==> config.mk <==
export PLATFORM = sky130hd
export DESIGN_NAME = mem_arbiter
export DESIGN_NICKNAME = d
export VERILOG_FILES = /design/src/rtl/mem_arb_pkg.sv /design/src/rtl/mem_arb_pick.sv /design/src/rtl/mem_arbiter.sv
export SDC_FILE = /design/constraint.sdc
export NUM_CORES = 1
export LEC_CHECK = 0
export CAP_MARGIN = 20
export CORE_ASPECT_RATIO = 1.75
export CORE_MARGIN = 5
export CORE_UTILIZATION = 39
export DETAILED_ROUTE_END_ITERATION = 10
export GPL_TIMING_DRIVEN = 0
export HOLD_SLACK_MARGIN = 0.15
export MAX_ROUTING_LAYER = met4
export PLACE_DENSITY = 0.85
export SYNTH_ARGS = -nofsm -noshare
export SYNTH_HDL_FRONTEND = slang
export SYNTH_SLANG_ARGS = --single-unit
==> constraint.sdc <==
create_clock -name clk -period 2.1 [get_ports clk]
set_input_delay 0.63 -clock clk [delete_from_list [all_inputs] [get_ports clk]]
set_output_delay 0.63 -clock clk [all_outputs]
set_load 0.02 [all_outputs]
==> src/rtl/mem_arb_pkg.sv <==
// rtl/mem_arb_pkg.sv - shared types and defaults for the two-port RAM arbiter
// Contents:
//   ADDR_W_DEF / DATA_W_DEF : default RAM address and data widths
//   state_t                 : sequencer states IDLE, ACCESS, RESP
//   owner_t                 : port encoding, OWN_CPU = 0, OWN_DBG = 1
// Optional feature macro used by this bundle: ARB_ROUND_ROBIN_EN
package mem_arb_pkg;

    localparam int ADDR_W_DEF = 8;
    localparam int DATA_W_DEF = 16;

    typedef enum logic [1:0] {
        IDLE   = 2'd0,
        ACCESS = 2'd1,
        RESP   = 2'd2
    } state_t;

    typedef enum logic {
        OWN_CPU = 1'b0,
        OWN_DBG = 1'b1
    } owner_t;

endpackage

==> src/rtl/mem_arb_pick.sv <==
// rtl/mem_arb_pick.sv - combinational winner select for the two-port RAM arbiter
// Ports:
//   cpu_req, dbg_req : pending requests
//   last_grant       : port granted most recently (only with ARB_ROUND_ROBIN_EN)
//   valid            : at least one request is pending
//   winner           : selected port (OWN_CPU / OWN_DBG encoding)
// Macro ARB_ROUND_ROBIN_EN: ties go to the port other than last_grant;
// otherwise ties always go to the CPU.
module mem_arb_pick
    import mem_arb_pkg::*;
(
    input  logic cpu_req,
    input  logic dbg_req,
`ifdef ARB_ROUND_ROBIN_EN
    input  logic last_grant,
`endif
    output logic valid,
    output logic winner
);

    always_comb begin
        valid  = cpu_req | dbg_req;
        winner = OWN_CPU;
        if (dbg_req && !cpu_req) begin
            winner = OWN_DBG;
        end
`ifdef ARB_ROUND_ROBIN_EN
        else if (dbg_req && cpu_req && (last_grant == OWN_CPU)) begin
            winner = OWN_DBG;
        end
`endif
    end

endmodule

==> src/rtl/mem_arbiter.sv <==
// rtl/mem_arbiter.sv - shares one synchronous-read RAM between CPU and debug ports
// Ports:
//   clk, reset                     : clock, synchronous active-high reset
//   cpu_req/we/addr/wdata          : CPU command, held until cpu_gnt
//   cpu_gnt, cpu_rvalid, cpu_rdata : CPU accept pulse, read-data pulse, read data
//   dbg_*                          : same set for the debug/loader port
//   mem_addr, mem_write, mem_din   : RAM command (driven from cmd registers)
//   mem_dout                       : RAM read data, valid the cycle after the address
// Macro ARB_ROUND_ROBIN_EN: round-robin tie break instead of CPU priority.
module mem_arbiter
    import mem_arb_pkg::*;
#(
    parameter int ADDR_W = ADDR_W_DEF,
    parameter int DATA_W = DATA_W_DEF
) (
    input  logic              clk,
    input  logic              reset,
    input  logic              cpu_req,
    input  logic              cpu_we,
    input  logic [ADDR_W-1:0] cpu_addr,
    input  logic [DATA_W-1:0] cpu_wdata,
    output logic              cpu_gnt,
    output logic              cpu_rvalid,
    output logic [DATA_W-1:0] cpu_rdata,
    input  logic              dbg_req,
    input  logic              dbg_we,
    input  logic [ADDR_W-1:0] dbg_addr,
    input  logic [DATA_W-1:0] dbg_wdata,
    output logic              dbg_gnt,
    output logic              dbg_rvalid,
    output logic [DATA_W-1:0] dbg_rdata,
    output logic [ADDR_W-1:0] mem_addr,
    output logic              mem_write,
    output logic [DATA_W-1:0] mem_din,
    input  logic [DATA_W-1:0] mem_dout
);

    state_t            state;
    state_t            state_nxt;
    owner_t            owner;
    logic              cmd_we;
    logic [ADDR_W-1:0] cmd_addr;
    logic [DATA_W-1:0] cmd_wdata;
    logic [DATA_W-1:0] cpu_rdata_q;
    logic [DATA_W-1:0] dbg_rdata_q;

    logic              arb_en;
    logic              accept;
    logic              pick_valid;
    logic              pick_winner;
    owner_t            win;

`ifdef ARB_ROUND_ROBIN_EN
    owner_t            last_grant;
`endif

    mem_arb_pick u_pick (
        .cpu_req    (cpu_req),
        .dbg_req    (dbg_req),
`ifdef ARB_ROUND_ROBIN_EN
        .last_grant (last_grant),
`endif
        .valid      (pick_valid),
        .winner     (pick_winner)
    );

    assign win    = owner_t'(pick_winner);
    // Arbitration only happens in IDLE and RESP; in ACCESS the granted req
    // is still high and must not be taken as a second command.
    assign accept = arb_en & pick_valid;

    always_comb begin
        state_nxt  = state;
        arb_en     = 1'b0;
        cpu_gnt    = 1'b0;
        dbg_gnt    = 1'b0;
        cpu_rvalid = 1'b0;
        dbg_rvalid = 1'b0;
        mem_write  = 1'b0;
        case (state)
            IDLE: begin
                arb_en = 1'b1;
            end
            ACCESS: begin
                cpu_gnt   = (owner == OWN_CPU);
                dbg_gnt   = (owner == OWN_DBG);
                // Reset arriving mid-access must not corrupt the RAM.
                mem_write = cmd_we & ~reset;
                state_nxt = RESP;
            end
            RESP: begin
                arb_en     = 1'b1;
                cpu_rvalid = ~cmd_we & (owner == OWN_CPU);
                dbg_rvalid = ~cmd_we & (owner == OWN_DBG);
            end
            default: begin
                state_nxt = IDLE;
            end
        endcase
        if (arb_en) begin
            state_nxt = pick_valid ? ACCESS : IDLE;
        end
    end

    // RAM data passes straight through during the rvalid cycle; the
    // registered copy keeps the last delivered word visible afterwards.
    assign cpu_rdata = cpu_rvalid ? mem_dout : cpu_rdata_q;
    assign dbg_rdata = dbg_rvalid ? mem_dout : dbg_rdata_q;

    // The RAM is always addressed from the cmd registers so its inputs
    // stay stable outside the single ACCESS cycle.
    assign mem_addr = cmd_addr;
    assign mem_din  = cmd_wdata;

    always_ff @(posedge clk) begin
        if (reset) begin
            state       <= IDLE;
            owner       <= OWN_CPU;
            cmd_we      <= 1'b0;
            cmd_addr    <= '0;
            cmd_wdata   <= '0;
            cpu_rdata_q <= '0;
            dbg_rdata_q <= '0;
        end else begin
            state <= state_nxt;
            if (accept) begin
                owner     <= win;
                cmd_we    <= (win == OWN_DBG) ? dbg_we    : cpu_we;
                cmd_addr  <= (win == OWN_DBG) ? dbg_addr  : cpu_addr;
                cmd_wdata <= (win == OWN_DBG) ? dbg_wdata : cpu_wdata;
            end
            if (cpu_rvalid) begin
                cpu_rdata_q <= mem_dout;
            end
            if (dbg_rvalid) begin
                dbg_rdata_q <= mem_dout;
            end
        end
    end

`ifdef ARB_ROUND_ROBIN_EN
    // Reset value DBG makes the first tie after reset go to the CPU.
    always_ff @(posedge clk) begin
        if (reset) begin
            last_grant <= OWN_DBG;
        end else if (accept) begin
            last_grant <= win;
        end
    end
`endif

endmodule

# After elaboration in Yosys (flattened, before gate mapping)
# Index checks and enable logic that the tools add are counted.
# Widths: inputs -> output; s select.
# totals
latchBits	0
ff_bits	60
output_inout_bits	61
elab_cells	37
memories	0
mem_bits_ro	0
mem_bits_rw	0
in_bits	70
# classes
n_reduce_logical	4
mux	15
eq_ne	3
n_bitwise	8
shifts	0
div	0
magnitude_cmp	0
n_mul	0
n_addsub	0
# ops
op	count
$mux 16	3
$mux 1	9
$mux 8	1
$and 1x1->1	4
$pmux 2 s2	1
$not 1->1	3
$eq 2x1->1 const B	1
$eq 2x2->1 const B	1
$logic_not 2->1	1
$mux 2	1
$ne 2x1->1 const B	1
$reduce_or 2->1	1
$logic_and 1x1->1	1
$logic_not 1->1	1
$or 1x1->1	1

# Longest topological paths before layout
# logic_depth
depth_word	4
ltp_mapped	5
depth_no_buf	3

# Cells and area by module
# Synthesis repeated with hierarchy kept, for this count alone.
# unflattened
cells_unflattened	234
hier_area_um2	2532.4
# by_module_without_submodules
mod	seq_area_each_um2	area_per_inst_um2	cells_per_inst	n_inst
mem_arbiter	1201.2	2519.9	232	1
mem_arb_pick	0.0	12.5	2	1

# Worst setup path after synthesis
# OpenSTA, ideal clock, no wires.
# synth_timing
path_kind	register to output
startpoint	reg cmd_we
endpoint	out cpu_rdata[10]
t_required_ps	1470
stages_incl_launch_ff	4
path_slack_ps	55
t_arrival_ps	1415
n_path_buf	1
cell_sequence	dfxtp_1 -> nor4b_4 -> buf_6 -> mux2_4
# synth_between
elab_chain_cells	4
# synth_rtl
item	line	text
from (decl)	mem_arbiter.sv:41	logic cmd_we;
from (signal assigned)	mem_arbiter.sv:128	cmd_we <= (win == OWN_DBG) ? dbg_we : cpu_we;
$not 1->1	mem_arbiter.sv:93	cpu_rvalid = ~cmd_we & (owner == OWN_CPU);
$and 1x1->1	mem_arbiter.sv:93	
$mux 1	mem_arbiter.sv:80	case (state)
named net cpu_rvalid	mem_arbiter.sv:23	output logic cpu_rvalid,
$mux 16	-	
to (decl)	mem_arbiter.sv:24	output logic [DATA_W-1:0] cpu_rdata,
# The timed path passes the listed nets, and every way through them passes these cells.

# Worst setup path after layout
# layout_timing
startpoint	reg cmd_we
endpoint	out dbg_rdata[1]
# layout_between
elab_chain_cells	4
# layout_rtl
item	line	text
$not 1->1	mem_arbiter.sv:94	dbg_rvalid = ~cmd_we & (owner == OWN_DBG);
$and 1x1->1	mem_arbiter.sv:94	
$mux 1	mem_arbiter.sv:80	
$mux 16	-	
to (decl)	mem_arbiter.sv:31	output logic [DATA_W-1:0] dbg_rdata,
# No other way between the ends.

==> impl_summary.txt <==
----------------------------------------------------
[Clocking]
  Total clock sinks ... 60
  Count of hold buffers inserted by post-cts repair ... 0
  Clock tree from TritonCTS ... yes
  Clock root buffer ... sky130_fd_sc_hd__clkbuf_8
  Latest clock arrival within the worst-skew pair ... 0.32 ns
  Clock buffer depth ... 2
  Clock transition at the register clock pins on the worst setup and hold paths after CTS ... 0.06 ns
  Number of buffers created by CTS ... 9
  Number of H-tree levels ... 3

[Detailed routing]
  Residual DRC ... 0
  Number of nets with antenna violations after detailed routing ... 0
  Via/cell ratio ... 4.865
  Iteration-0 DRC count of the detailed router ... 100
  Total via count in the routed design ... 2418
  Wirelength, routed ... 7.790 mm
  First drt pass iteration count ... 4
  DR WL/cell ... 15.67 um

[Placed design]
  DP Wirelength ... 5.660 mm
  Number of placed cells counting well taps ... 470
  Placer's final routability congestion estimate ... 0.7826
  Setup slack after placement ... -0.6656 ns
  Total of buffers placed on input and output ports ... 129

[Global route]
  Antenna violations before repair ... 0
  Pin count of the biggest net entering global routing ... 11
  GRT Overall Usage ... 18.53%
  Wire length of the first global-routing pass ... 11.59 mm
  Number of global-route vias before repair ... 2501
  Global route total overflow ... 0

[Die]
  Area of the die ... 0.008222 sq mm
  Die extent in x ... 70.72 um
  Number of placement rows ... 38
  I/O pin count ... 131
  Floorplan Core Area ... 0.006228 sq mm
  Initial cell density of the core ... 40.40%
  Vert. Die Dim ... 116.3 um

[Timing]
  Final number of max-transition violations ... 0
  Final Critical Period ... 2.385 ns
  Measured slew at the worst slew-check pin ... 0.5241 ns
  Setup repair after global routing missed its margin ... yes
  Headroom to the max-slew limit ... 65.06%
  Setup-violating endpoint count in the final report ... 32
  Clock skew ... 0.003721 ns
  Final hold vios ... 0
  Post-route fraction of the period consumed by the critical path ... 113.6%
  Worst hold margin ... 0.4957 ns
  Final worst setup slack ... -0.2853 ns
  Fmax ... 419.2 MHz

[Final layout]
  Core occupancy in the finished layout ... 70.01%
  Number of nets in the layout ... 482
  Fraction of layout instances using a drive strength above 1 ... 27.34%
  Area grow syn2layout ... 73.30%
  # diodes ... 0
  Final Instance Count excl. Fillers ... 497

[Yosys]
  Post-Synth Adder-Cell Area ... 0%
  Top cell type's share of synthesized area ... 47.74%
  Number of flip-flops and latches in the synthesized netlist ... 60
  Number of nets produced by synthesis ... 331
  Warnings from Yosys ... 0
  Library cell occupying the most area in the post-synthesis netlist ... sky130_fd_sc_hd__dfxtp_1
  Register area share after synthesis ... 47.74%
  Syn avg cell area ... 9.640 sq um
  Cells taking the most area after synthesis ... sky130_fd_sc_hd__dfxtp_1 (48%), sky130_fd_sc_hd__mux2_2 (9.8%), sky130_fd_sc_hd__a211oi_1 (7.5%), sky130_fd_sc_hd__nor2b_1 (6.0%), sky130_fd_sc_hd__mux2_4 (5.4%)
  Dominant combinational cell family by area after synthesis ... simple AND/OR/NAND/NOR gates
  Fraction of the mapped netlist area in compound gates ... 13.48%
  Share of synthesized cell area in and, or, nand and nor gates ... 18.95%
  Netlist area before placement ... 0.002516 sq mm
  Post-synth cell types ... 21
  Most repeated cell in the gate-level netlist after synthesis ... sky130_fd_sc_hd__dfxtp_1
  Synthesized-area fraction occupied by xor and xnor cells ... 0%
  Post-synthesis instance total ... 261
  Commonest cells post-synth ... sky130_fd_sc_hd__dfxtp_1 (60), sky130_fd_sc_hd__nor2_1 (29), sky130_fd_sc_hd__nand2_1 (26)
  Multiplexer share of the synthesized area ... 15.66%
  Number of flops mapped to enable cells by yosys ... 0
  Top_reg_cell synth ... sky130_fd_sc_hd__dfxtp_1
  Post-synthesis async set-or-reset flop share ... 0%

[Power and ir drop]
  Net switching power ... 0.0007332 W
  Part of the total power dissipated in sequential elements ... 44.1%
  Power per cell area ... 644.0 mW/mm^2
  Cell internal power dissipation ... 0.002075 W
  Overall Power ... 0.002808 W
  LEAKAGE ... 1.870 nW
  Part of the total power dissipated in the clock network ... 33.4%
  Combinational Power Share ... 22.6%
  Worst VDD drop ... 0.0004636 V
  Net switching share of the total power ... 26.11%

[Setup path]
  Critical Path Start Type ... flop
  Biggest fanout along the worst timing path ... 5
  Element type at the critical path end ... primary output
  Standard cell with the maximum stage delay on the critical path ... sky130_fd_sc_hd__dfxtp_4
  Critical Path, Cell by Cell ... nor4bb_4, buf_6, buf_6, mux2_4, buf_4
  Critical path's largest stage delay ... 0.37 ns
  Critical setup path kind ... flop to primary output
  CP required ... 1.47 ns
  CP most frequent cell ... sky130_fd_sc_hd__buf_6
  Crit path DAT ... 1.76 ns

[Job]
  Max-cap viol count ... 0

[Run status]
  Violations in the final reports ... negative setup slack
  Result of the run ... finished, violations left

[Worst hold path]
  Type of the tightest min-delay check ... flop to flop

----------------------------------------------------
==> cell usage in the layout (no fill, tap or decap), types with 4 or more instances in the layout <==
cell type                         instances
sky130_fd_sc_hd__nor2_1                  29
sky130_fd_sc_hd__clkbuf_8                12
sky130_fd_sc_hd__clkbuf_1                 9
sky130_fd_sc_hd__buf_4                   12
sky130_fd_sc_hd__clkbuf_2                 8
sky130_fd_sc_hd__buf_6                   33
sky130_fd_sc_hd__a211oi_1                25
sky130_fd_sc_hd__a21oi_1                 25
sky130_fd_sc_hd__nand2_1                 26
sky130_fd_sc_hd__mux2_4                  32
sky130_fd_sc_hd__and2b_1                  9
sky130_fd_sc_hd__clkdlybuf4s50_1         92
sky130_fd_sc_hd__dfxtp_1                 56
sky130_fd_sc_hd__buf_2                    4
sky130_fd_sc_hd__nor2b_1                 24
==> worst max-delay path, delay by kind of cell, from the launching register on <==
kind	cells	cell delay, ns
buf+inv	3	0.46
flops	1	0.37
mux	1	0.31
simple gates	1	0.29
==> power by group through the flow <==
| stage | clock network, W | logic [W] | registers [W] |
|---|---|---|---|
| after detailed placement | 0 | 0.000598 | 0.00126 |
| after floorplan | 0 | 0.000226 | 0.00131 |
| final | 0.000937 | 0.000634 | 0.00124 |
| after global routing | 0.00101 | 0.000680 | 0.00124 |
| after CTS | 0.000959 | 0.000622 | 0.00123 |
| after global placement | 0 | 0.000589 | 0.00126 |
==> repair_timing <==
item | CTS | global route
pin swaps | 2 | 1
endpoints found under the setup margin | 38 | 55
resized for setup | 199 | 68
cloned | 1 | 1
buffers inserted | 8 | 2
==> cell families (layout without fill, tap and decap cells) <==
logic type / count (synthesis) / in the layout
buffers and inverters: 23 / 179
AOI/OAI and AO/OA: 53 / 53
muxes: 32 / 32
and+or+nand+nor: 93 / 93
DFF: 60 / 60
==> worst paths after layout <==
kind	startpoint	endpoint	slack (ns)	depth (start not counted)
max	cmd_we	dbg_rdata[1]	-0.29	5
min reg2reg	mem_din[2]	mem_din[2]	0.50	2
max reg2reg	owner	cpu_rdata_q[14]	0.31	7
min	mem_din[2]	mem_din[2]	0.50	2
==> registers in the layout (all words and copies together) (netlist names) <==
register / cells
owner: 1
mem_din: 16
state: 2
mem_addr: 8
cmd_we: 1
cpu_rdata_q: 16
dbg_rdata_q: 16
==> layer usage <==
metal  global-route usage (%)  vias to the layer above  routed length [um]  share of wire (%)
met5                        -                        -                   0                  0
met4                    8.156                        0                 182                2.3
met3                    4.479                       13                 416                5.3
met2                    35.15                       88                4414                 57
met1                    17.35                     1131                2776                 36
li1                         -                     1186                   -                  -
==> stage by stage <==
stage	TNS, ns	cell area [sq um]
final	-8.417	4360
after global routing	-11.08	4360
after CTS	-9.374	4148
after detailed placement	-24.96	3908
after global placement	-23.44	3908
after floorplan	0	2516
==> cell type report <==
class | count | area, sq um
Buffer | 21 | 122.6
Multi-Input combinational cell | 178 | 1315
Timing Repair Buffer | 140 | 1423
Clock buffer | 15 | 176.4
Inverter | 2 | 7.507
Tap cell | 80 | 100.1
Fill cell | 501 | 1868
Sequential cell | 60 | 1211
Clock inverter | 1 | 5.005
Power figures use the tool's default switching activity.
